File: config.mk
export PLATFORM = sky130hd
export DESIGN_NAME = led_frame_sequencer
export DESIGN_NICKNAME = d
export VERILOG_FILES = /design/src/rtl/led_pkg.sv /design/src/rtl/color_wheel.sv /design/src/rtl/led_frame_sequencer.sv
export SDC_FILE = /design/constraint.sdc
export NUM_CORES = 1
export LEC_CHECK = 0
export ABC_AREA = 1
export ABC_CLOCK_PERIOD_IN_PS = 5000
export CAP_MARGIN = 20
export CORE_MARGIN = 1.5
export CORE_UTILIZATION = 55
export CTS_CLUSTER_SIZE = 30
export DETAILED_ROUTE_END_ITERATION = 6
export GPL_TIMING_DRIVEN = 1
export HOLD_SLACK_MARGIN = 0.12
export PLACE_DENSITY_LB_ADDON = 0.15
export SYNTH_ARGS = -nofsm -noshare
export SYNTH_HDL_FRONTEND = slang
export SYNTH_SLANG_ARGS = --single-unit
File: constraint.sdc
create_clock -name clk -period 5 [get_ports clk]
set_input_delay 1.25 -clock clk [delete_from_list [all_inputs] [get_ports clk]]
set_output_delay 1.25 -clock clk [all_outputs]
set_load 0.01 [all_outputs]
File: src/rtl/led_pkg.sv
// ============================================================================
//  Module      : led_pkg
//  Description : Shared state encoding and colour-mode codes for the LED
//                frame sequencer.
//  Revision    : 1.0 - initial release
// ============================================================================
`default_nettype none

package led_pkg;

    typedef enum logic [2:0] {
        IDLE      = 3'd0,
        LOAD      = 3'd1,
        START     = 3'd2,
        WAIT_DONE = 3'd3,
        LATCH     = 3'd4
    } state_t;

    localparam logic [1:0] MODE_SOLID    = 2'd0;
    localparam logic [1:0] MODE_GRADIENT = 2'd1;
    localparam logic [1:0] MODE_WHEEL    = 2'd2;
    localparam logic [1:0] MODE_OFF      = 2'd3;

endpackage

`default_nettype wire

File: src/rtl/color_wheel.sv
// ============================================================================
//  Module      : color_wheel
//  Description : Combinational 8-bit hue to {R,G,B} colour-wheel mapping.
//  Revision    : 1.0 - initial release
// ============================================================================
`default_nettype none

module color_wheel (
    input  logic [7:0]  hue,
    output logic [23:0] rgb
);

    logic [7:0] w_k;
    logic [7:0] w_up;
    logic [7:0] w_down;

    // Three 85-step segments; within each, one channel ramps up and one down.
    always_comb begin
        w_k = hue;
        if (hue >= 8'd170) begin
            w_k = hue - 8'd170;
        end else if (hue >= 8'd85) begin
            w_k = hue - 8'd85;
        end
        w_up   = w_k + w_k + w_k;
        w_down = 8'd255 - w_up;

        if (hue < 8'd85) begin
            rgb = {w_down, w_up, 8'h00};
        end else if (hue < 8'd170) begin
            rgb = {8'h00, w_down, w_up};
        end else begin
            rgb = {w_up, 8'h00, w_down};
        end
    end

endmodule

`default_nettype wire

File: src/rtl/led_frame_sequencer.sv
// ============================================================================
//  Module      : led_frame_sequencer
//  Description : Turns audio level samples into LED strip frames: picks a
//                colour and lit-LED count, starts the driver, then latches.
//  Revision    : 1.0 - initial release
// ============================================================================
`default_nettype none

module led_frame_sequencer
    import led_pkg::*;
#(
    parameter int NUM_LEDS       = 60,
    parameter int LATCH_CYCLES   = 2500,
    parameter int TIMEOUT_CYCLES = 2_000_000
) (
    input  logic        clk,
    input  logic        reset,
    input  logic        level_valid,
    input  logic [7:0]  level,
    output logic        level_ready,
    input  logic [1:0]  mode,
    input  logic        frame_done,
    output logic [23:0] color,
    output logic [6:0]  start_index,
    output logic        start,
    output logic        busy,
    output logic        timeout_err
);

    localparam int c_to_w  = (TIMEOUT_CYCLES > 1) ? $clog2(TIMEOUT_CYCLES) : 1;
    localparam int c_lat_w = (LATCH_CYCLES > 1)   ? $clog2(LATCH_CYCLES)   : 1;
    localparam logic [c_to_w-1:0]  c_to_last  = c_to_w'(TIMEOUT_CYCLES - 1);
    localparam logic [c_lat_w-1:0] c_lat_last = c_lat_w'(LATCH_CYCLES - 1);
    localparam logic [14:0]        c_num_leds = 15'(NUM_LEDS);

    state_t              r_state;
    logic [7:0]          r_level;
    logic [1:0]          r_mode;
    logic [7:0]          r_hue;
    logic [c_to_w-1:0]   r_to_cnt;
    logic [c_lat_w-1:0]  r_lat_cnt;
    logic [23:0]         r_color;
    logic [6:0]          r_start_index;
    logic                r_start;
    logic                r_timeout_err;

    logic [23:0]         w_wheel_rgb;
    logic [23:0]         w_color;
    logic [14:0]         w_product;

    color_wheel u_color_wheel (
        .hue (r_hue),
        .rgb (w_wheel_rgb)
    );

    assign w_product = {7'd0, r_level} * c_num_leds;

    always_comb begin
        w_color = 24'h000000;
        case (r_mode)
            MODE_SOLID:    w_color = 24'h00FF00;
            MODE_GRADIENT: w_color = {r_level, 8'd255 - r_level, 8'h00};
            MODE_WHEEL:    w_color = w_wheel_rgb;
            default:       w_color = 24'h000000;
        endcase
    end

    always_ff @(posedge clk) begin
        if (reset) begin
            r_state       <= IDLE;
            r_level       <= 8'd0;
            r_mode        <= MODE_SOLID;
            r_hue         <= 8'd0;
            r_to_cnt      <= '0;
            r_lat_cnt     <= '0;
            r_color       <= 24'd0;
            r_start_index <= 7'd0;
            r_start       <= 1'b0;
            r_timeout_err <= 1'b0;
        end else begin
            r_start       <= 1'b0;
            r_timeout_err <= 1'b0;
            case (r_state)
                IDLE: begin
                    if (level_valid) begin
                        r_level <= level;
                        r_mode  <= mode;
                        r_state <= LOAD;
                    end
                end
                LOAD: begin
                    r_color       <= w_color;
                    r_start_index <= 7'(w_product >> 8);
                    r_state       <= START;
                end
                START: begin
                    r_start  <= 1'b1;
                    r_to_cnt <= '0;
                    r_state  <= WAIT_DONE;
                end
                WAIT_DONE: begin
                    // A completed frame wins over a simultaneous timeout expiry.
                    if (frame_done) begin
                        r_hue     <= r_hue + 8'd1;
                        r_lat_cnt <= '0;
                        r_state   <= LATCH;
                    end else if (r_to_cnt == c_to_last) begin
                        r_timeout_err <= 1'b1;
                        r_lat_cnt     <= '0;
                        r_state       <= LATCH;
                    end else begin
                        r_to_cnt <= r_to_cnt + 1'b1;
                    end
                end
                LATCH: begin
                    if (r_lat_cnt == c_lat_last) begin
                        r_state <= IDLE;
                    end else begin
                        r_lat_cnt <= r_lat_cnt + 1'b1;
                    end
                end
                default: r_state <= IDLE;
            endcase
        end
    end

    assign level_ready = (r_state == IDLE) && !reset;
    assign busy        = (r_state != IDLE);
    assign color       = r_color;
    assign start_index = r_start_index;
    assign start       = r_start;
    assign timeout_err = r_timeout_err;

endmodule

`default_nettype wire
### Word-level counts from Yosys, hierarchy flattened

Cells that the tools add are included.

| word-level totals | value |
|---|---|
| register bits | 86 |
| bits of input ports | 14 |
| output and inout bits | 35 |

| operators by class | value |
|---|---|
| add/subtract/negate cells | 9 |
| multipliers | 1 |
| magnitude comparators | 4 |
| eq/ne operators | 14 |
| multiplexer cells | 19 |
| bitwise logic cells | 1 |
| reduce and logical (&&, ||, !) cells | 13 |

Operators by type and width:

| operator | count |
|---|---|
| 24-bit case mux with 3 select lines | 1 |
| 24-bit two-way mux | 2 |
| 21-bit two-way mux | 2 |
| 21-bit case mux with 2 select lines | 1 |
| 12-bit two-way mux | 3 |
| 12-bit case mux with 2 select lines | 1 |
| 21-bit by 1-bit adder with 21-bit output, second input constant | 1 |
| 21-bit == test, second input constant | 1 |
| 8-bit adder | 2 |
| 8-bit two-way mux | 2 |
| 8-bit subtractor, first input constant | 2 |
| 3-bit case mux with 5 select lines | 1 |
| 12-bit by 1-bit adder with 12-bit output, second input constant | 1 |
| 12-bit == test, second input constant | 1 |
| 8-bit by 4-bit multiplier with 12-bit output, second input constant | 1 |
| 3-bit two-way mux | 4 |
| 2-bit != test, second input constant | 5 |
| 3-bit AND reduction | 3 |
| 8-bit by 1-bit adder with 8-bit output, second input constant | 1 |
| 8-bit by 7-bit >= comparator with 1-bit output, second input constant | 1 |
| 8-bit >= comparator, second input constant | 1 |
| 8-bit by 7-bit less-than comparator with 1-bit output, second input constant | 1 |
| 8-bit less-than comparator, second input constant | 1 |
| 8-bit by 7-bit subtractor with 8-bit output, second input constant | 1 |
| 17 further kinds | 21 |

### Logic depth before layout (Yosys ltp)

| depth | value |
|---|---|
| depth in word-level cells | 9 |
| depth in mapped cells | 26 |
| gate-level depth less buffers | 26 |

### Cells and area by module

Synthesis repeated with hierarchy kept, for this count alone.

| second synthesis, totals | value |
|---|---|
| cells, all modules | 942 |
| area, all modules | 6,251.0 sq um |

Modules (own cells, without submodules):

| module | times used | cells each | area an instance (sq um) |
|---|---|---|---|
| led_frame_sequencer | 1 | 708 | 4,869.7 |
| color_wheel | 1 | 234 | 1,381.3 |

### Worst setup path after synthesis

Ideal clock, no wire load.

| timing path | value |
|---|---|
| path kind | register to register |
| start point | reg r_hue[0] |
| end point | reg r_color[14], in the netlist color[14] |
| arrival | 3.206 ns |
| slack | 1.662 ns |
| cell stages (with the launch flop) | 26 |
| buffers on the path | 0 |
| cells stage by stage | dfxtp_1 inv_1 ha_1 inv_1 nand2_1 nand2_1 nand2_1 nand3_1 nand2_1 inv_1 nand2_1 o21ai_0 xor2_1 ha_1 nand2_1 nor2_1 a211oi_1 nand3_1 nand2_1 inv_1 ha_1 or2_2 nand2_1 nand2_1 nand2_1 a21oi_1 |

| on the way | value |
|---|---|
| longest elaborated chain between the ends | 9 |
| elaborated cells between the ends (all ways) | 14 |
| those cells by class | 5 x add/sub; 4 x order compare; 5 x mux |

Ends and longest elaborated chain:

| item | line | RTL |
|---|---|---|
| start, declared | led_frame_sequencer.sv:39 | `logic [7:0] r_hue;` |
| start signal, assigned | led_frame_sequencer.sv:104 | `r_hue <= r_hue + 8'd1;` |
| 8-bit by 7-bit subtractor with 8-bit output or 8-bit by 7-bit >= comparator with 1-bit output (tied branches) | color_wheel.sv:23, color_wheel.sv:22 |  |
| 8-bit two-way mux | color_wheel.sv:22 | `end else if (hue >= 8'd85) begin` |
| 8-bit two-way mux | color_wheel.sv:20 | `if (hue >= 8'd170) begin` |
| 8-bit adder (2 in a row) | color_wheel.sv:25 | `w_up = w_k + w_k + w_k;` |
| 8-bit subtractor | color_wheel.sv:26 | `w_down = 8'd255 - w_up;` |
| 24-bit two-way mux | color_wheel.sv:30 | `end else if (hue < 8'd170) begin` |
| 24-bit two-way mux * | color_wheel.sv:28 | `if (hue < 8'd85) begin` |
| 24-bit case mux with 3 select lines * | led_frame_sequencer.sv:60 | `case (r_mode)` |
| end signal, assigned | led_frame_sequencer.sv:92 | `r_color <= w_color;` |
| end, declared | led_frame_sequencer.sv:42 | `logic [23:0] r_color;` |

Mark *: on every way between the ends. The rest lies on a longest branch, timed or not.
A chain may end at the register's enable or synchronous reset.

### Worst setup path in the final report

Ends and elaborated chain as after synthesis.

==> reports/qor.yml <==
run_status:
  status: "completed"
yosys:
  synth_edf_count: 0
  synth_seq_area_share_pct: 31.3
  syn_area_um2: 5500
  ys_types: 41
  syn_nets: 852
  async_flop_share_pct: 0
  avgSynthCellArea_um2: 7.05
  yosys_warnings: 0
  ys_seq_elements: 86
  syn_inst: 780
  synth_ff_type: "dfxtp_1"
floorplan:
  ioPinCount: 49
  initial_core_util_pct: 56.5
  die_w_um: 103
  design.core.area_um2: 9730
  die_area_um2: 10600
  die_y_um: 103
  row_count: 36
route:
  postRouteAntennaNets: 0
  routed_wl_um: 13100
  wl_per_cell_um: 13.7
  drt-initial-drc-count: 234
  drc_errors: 0
  num_vias: 5134
  firstDrtPassIters: 5
  vias_per_cell: 5.37
clocking:
  cts_hold_buf: 0
  postCtsSetupBuffers: 0
  cts_num_sinks: 86
  ctsResizeCount: 0
  worstSkewPairLatency_ns: 0.38
  clock-root-buffer: "clkbuf_8"
  cts_max_level: 3
  cts_tree: "yes"
  numCtsBuffers: 9
  clk_pin_slew_ns: 0.08
  clockBufferDepth: 2
final_layout:
  layout_commonest_cell: "nand2_1"
  drive_gt1_share_pct: 4.86
  design_area_um2: 6230
  final_net_count: 890
  num_antenna_cells: 0
  most-common-layout-cells: "nand2_1, inv_1, dfxtp_1"
  syn2layout_area_growth_pct: 13.3
  final_cells: 956
timing:
  hold_viol: 0
  setup_viol: 0
  fmax_ghz: 0.252
  tightest_slew_ns: 0.966
  maxSlewHeadroom_pct: 35.5
  min_period_ns: 3.96
  fin_skew_ns: 0.00717
  setup_tns_ns: 0
  fin_crit_sh_pct: 79.3
  worst_slack_ns: 1.04
  rsz0062_at_grt: "no"
  final-max-slew-violation-count: 0
setup_path:
  crit_required_ns: 5.25
  rrSetupSlack_ns: 1.04
  rr_worst_depth: 25
  crit_path_max_fanout: 8
  cp_data_arrival_time_ns: 4.22
  r2r-start: "r_hue[0]"
  end_kind: "flop"
  startpoint_type: "flop"
  r2r-end: "color[14]"
  setup.worst_path.class: "reg2reg"
power_and_ir_drop:
  p_leak_nw: 2.74
  power.total_mw: 2.15
  power_density_nw_per_um2: 345
  vdd_drop_max_v: 0.000203
global_routing:
  overflow: 0
  grt_pass1_wl_um: 21500
  first_global_vias: 4788
  antenna_found_initial: 0
  grtUsageTotal_pct: 26.2
  grt_max_degree: 40
place:
  pre_cts_slack_ns: 1.10
  hpwlAfterDp_um: 9750
  portBuffers: 47
  dp_cells: 940
  place.gp.congestion: 0.920
  postPlaceCellArea_um2: 6050
flow_run:
  max_cap_viol_count: 0
hold_path:
  min_to: "r_lat_cnt[7]"
  hp-start: "r_lat_cnt[7]"
  whs_path_depth: 1
  hold_class: "reg2reg"
synth_stat cells (2+ instances only):
master	instances	area share (%)
nand2_1	175	12
inv_1	90	6.1
dfxtp_1	86	31
a21oi_1	82	7.5
nor2_1	70	4.8
o21ai_0	52	4.7
ha_1	45	10
nand3_1	34	3.1
nor3_1	24	2.2
xor2_1	15	2.4
clkbuf_1	14	0.96
fa_1	13	4.7
nand4_1	8	0.91
nor4_1	8	0.91
nand2_2	7	0.80
o211ai_1	7	0.96
inv_2	6	0.41
o21ai_1	5	0.45
a211oi_1	4	0.55
buf_2	3	0.27
buf_4	3	0.41
nand3_2	3	0.55
xnor2_1	3	0.48
a21o_1	2	0.27
a31oi_1	2	0.23
and3_1	2	0.23
o21a_1	2	0.27
or2_2	2	0.23
layout make-up:
cell class                 count  area (um^2)
tap                          133          166
timing repair buffer          49          485
multi-input combinational    575         3310
fill                         928         3500
clock buffer                  14          173
inverter                      97          365
sequential                    86         1720
clock inverter                 2         13.8
per-stage QoR:
| step | hold slack [ns] | util, % |
|---|---|---|
| after detailed placement | 0.454 | 62.1 |
| after floorplan | 0.423 | - |
| final | 0.468 | 64.1 |
| after global placement | 0.437 | 62.1 |
| after CTS | 0.470 | 64.1 |
| after global routing | 0.486 | 64.1 |
sequential cells by signal, summed over array words and instances (netlist names):
name         count
color           24
r_to_cnt        21
r_lat_cnt       12
r_hue            8
r_level          8
start_index      6
r_state          3
r_mode           2
start            1
timeout_err      1
critical path, stage by stage, from the launching register on:
cell	delay [ns]
dfxtp_1	0.48
inv_1	0.13
ha_1	0.22
inv_1	0.09
nand2_1	0.05
nand2_1	0.12
nand2_1	0.11
nand3_1	0.18
nand2_1	0.14
inv_1	0.09
nand2_1	0.05
o21ai_0	0.10
xor2_1	0.24
ha_1	0.33
nand2_1	0.14
nor2_1	0.06
a211oi_1	0.29
nand3_1	0.16
nand2_1	0.12
inv_1	0.05
ha_1	0.17
or2_2	0.29
nand2_1	0.07
nand2_1	0.04
nand2_1	0.06
a21oi_1	0.05
how the worst max path moves through the flow:
stage                     cells past startpoint  slack [ns]         to      from
after floorplan                              25        1.66  color[14]  r_hue[0]
after global placement                       24        1.35  color[14]  r_hue[4]
after detailed placement                     25        1.10  color[14]  r_hue[1]
after CTS                                    25        1.08  color[14]  r_hue[1]
after global routing                         25        0.64  color[14]  r_hue[0]
final                                        25        1.04  color[14]  r_hue[0]
logic make-up (layout without fill, tap and decap cells):
| kind of cell | after synthesis | after routing | synth area share, % |
|---|---|---|---|
| AOI/OAI and AO/OA | 159 | 159 | 15.4 |
| buffers and inverters | 119 | 162 | 8.55 |
| adders and majority gates | 58 | 58 | 15.0 |
| and+or+nand+nor | 338 | 338 | 26.6 |
| xor gates and xnor gates | 19 | 19 | 3.16 |
| DFF | 86 | 86 | 31.3 |
| other | 1 | 1 | 0.0682 |
power by group:
group | leakage [nW] | internal [mW] | switching [mW] | total (mW)
registers | 0.699 | 0.779 | 0.0956 | 0.874
logic | 1.94 | 0.350 | 0.452 | 0.802
clock network | 0.0971 | 0.223 | 0.253 | 0.476
total | 2.74 | 1.35 | 0.800 | 2.15
per-layer routing:
| metal | share of wire, % | routed length [um] | vias to the layer above | track usage [%] |
|---|---|---|---|---|
| li1 | - | - | 2620 | - |
| met1 | 45 | 5880 | 2347 | 31.3 |
| met2 | 47 | 6210 | 143 | 44.7 |
| met3 | 5.6 | 729 | 24 | 7.19 |
| met4 | 2.1 | 269 | 0 | 10.2 |
| met5 | 0 | 0 | - | 0 |
No activity file was read; power rests on OpenSTA's default activity.
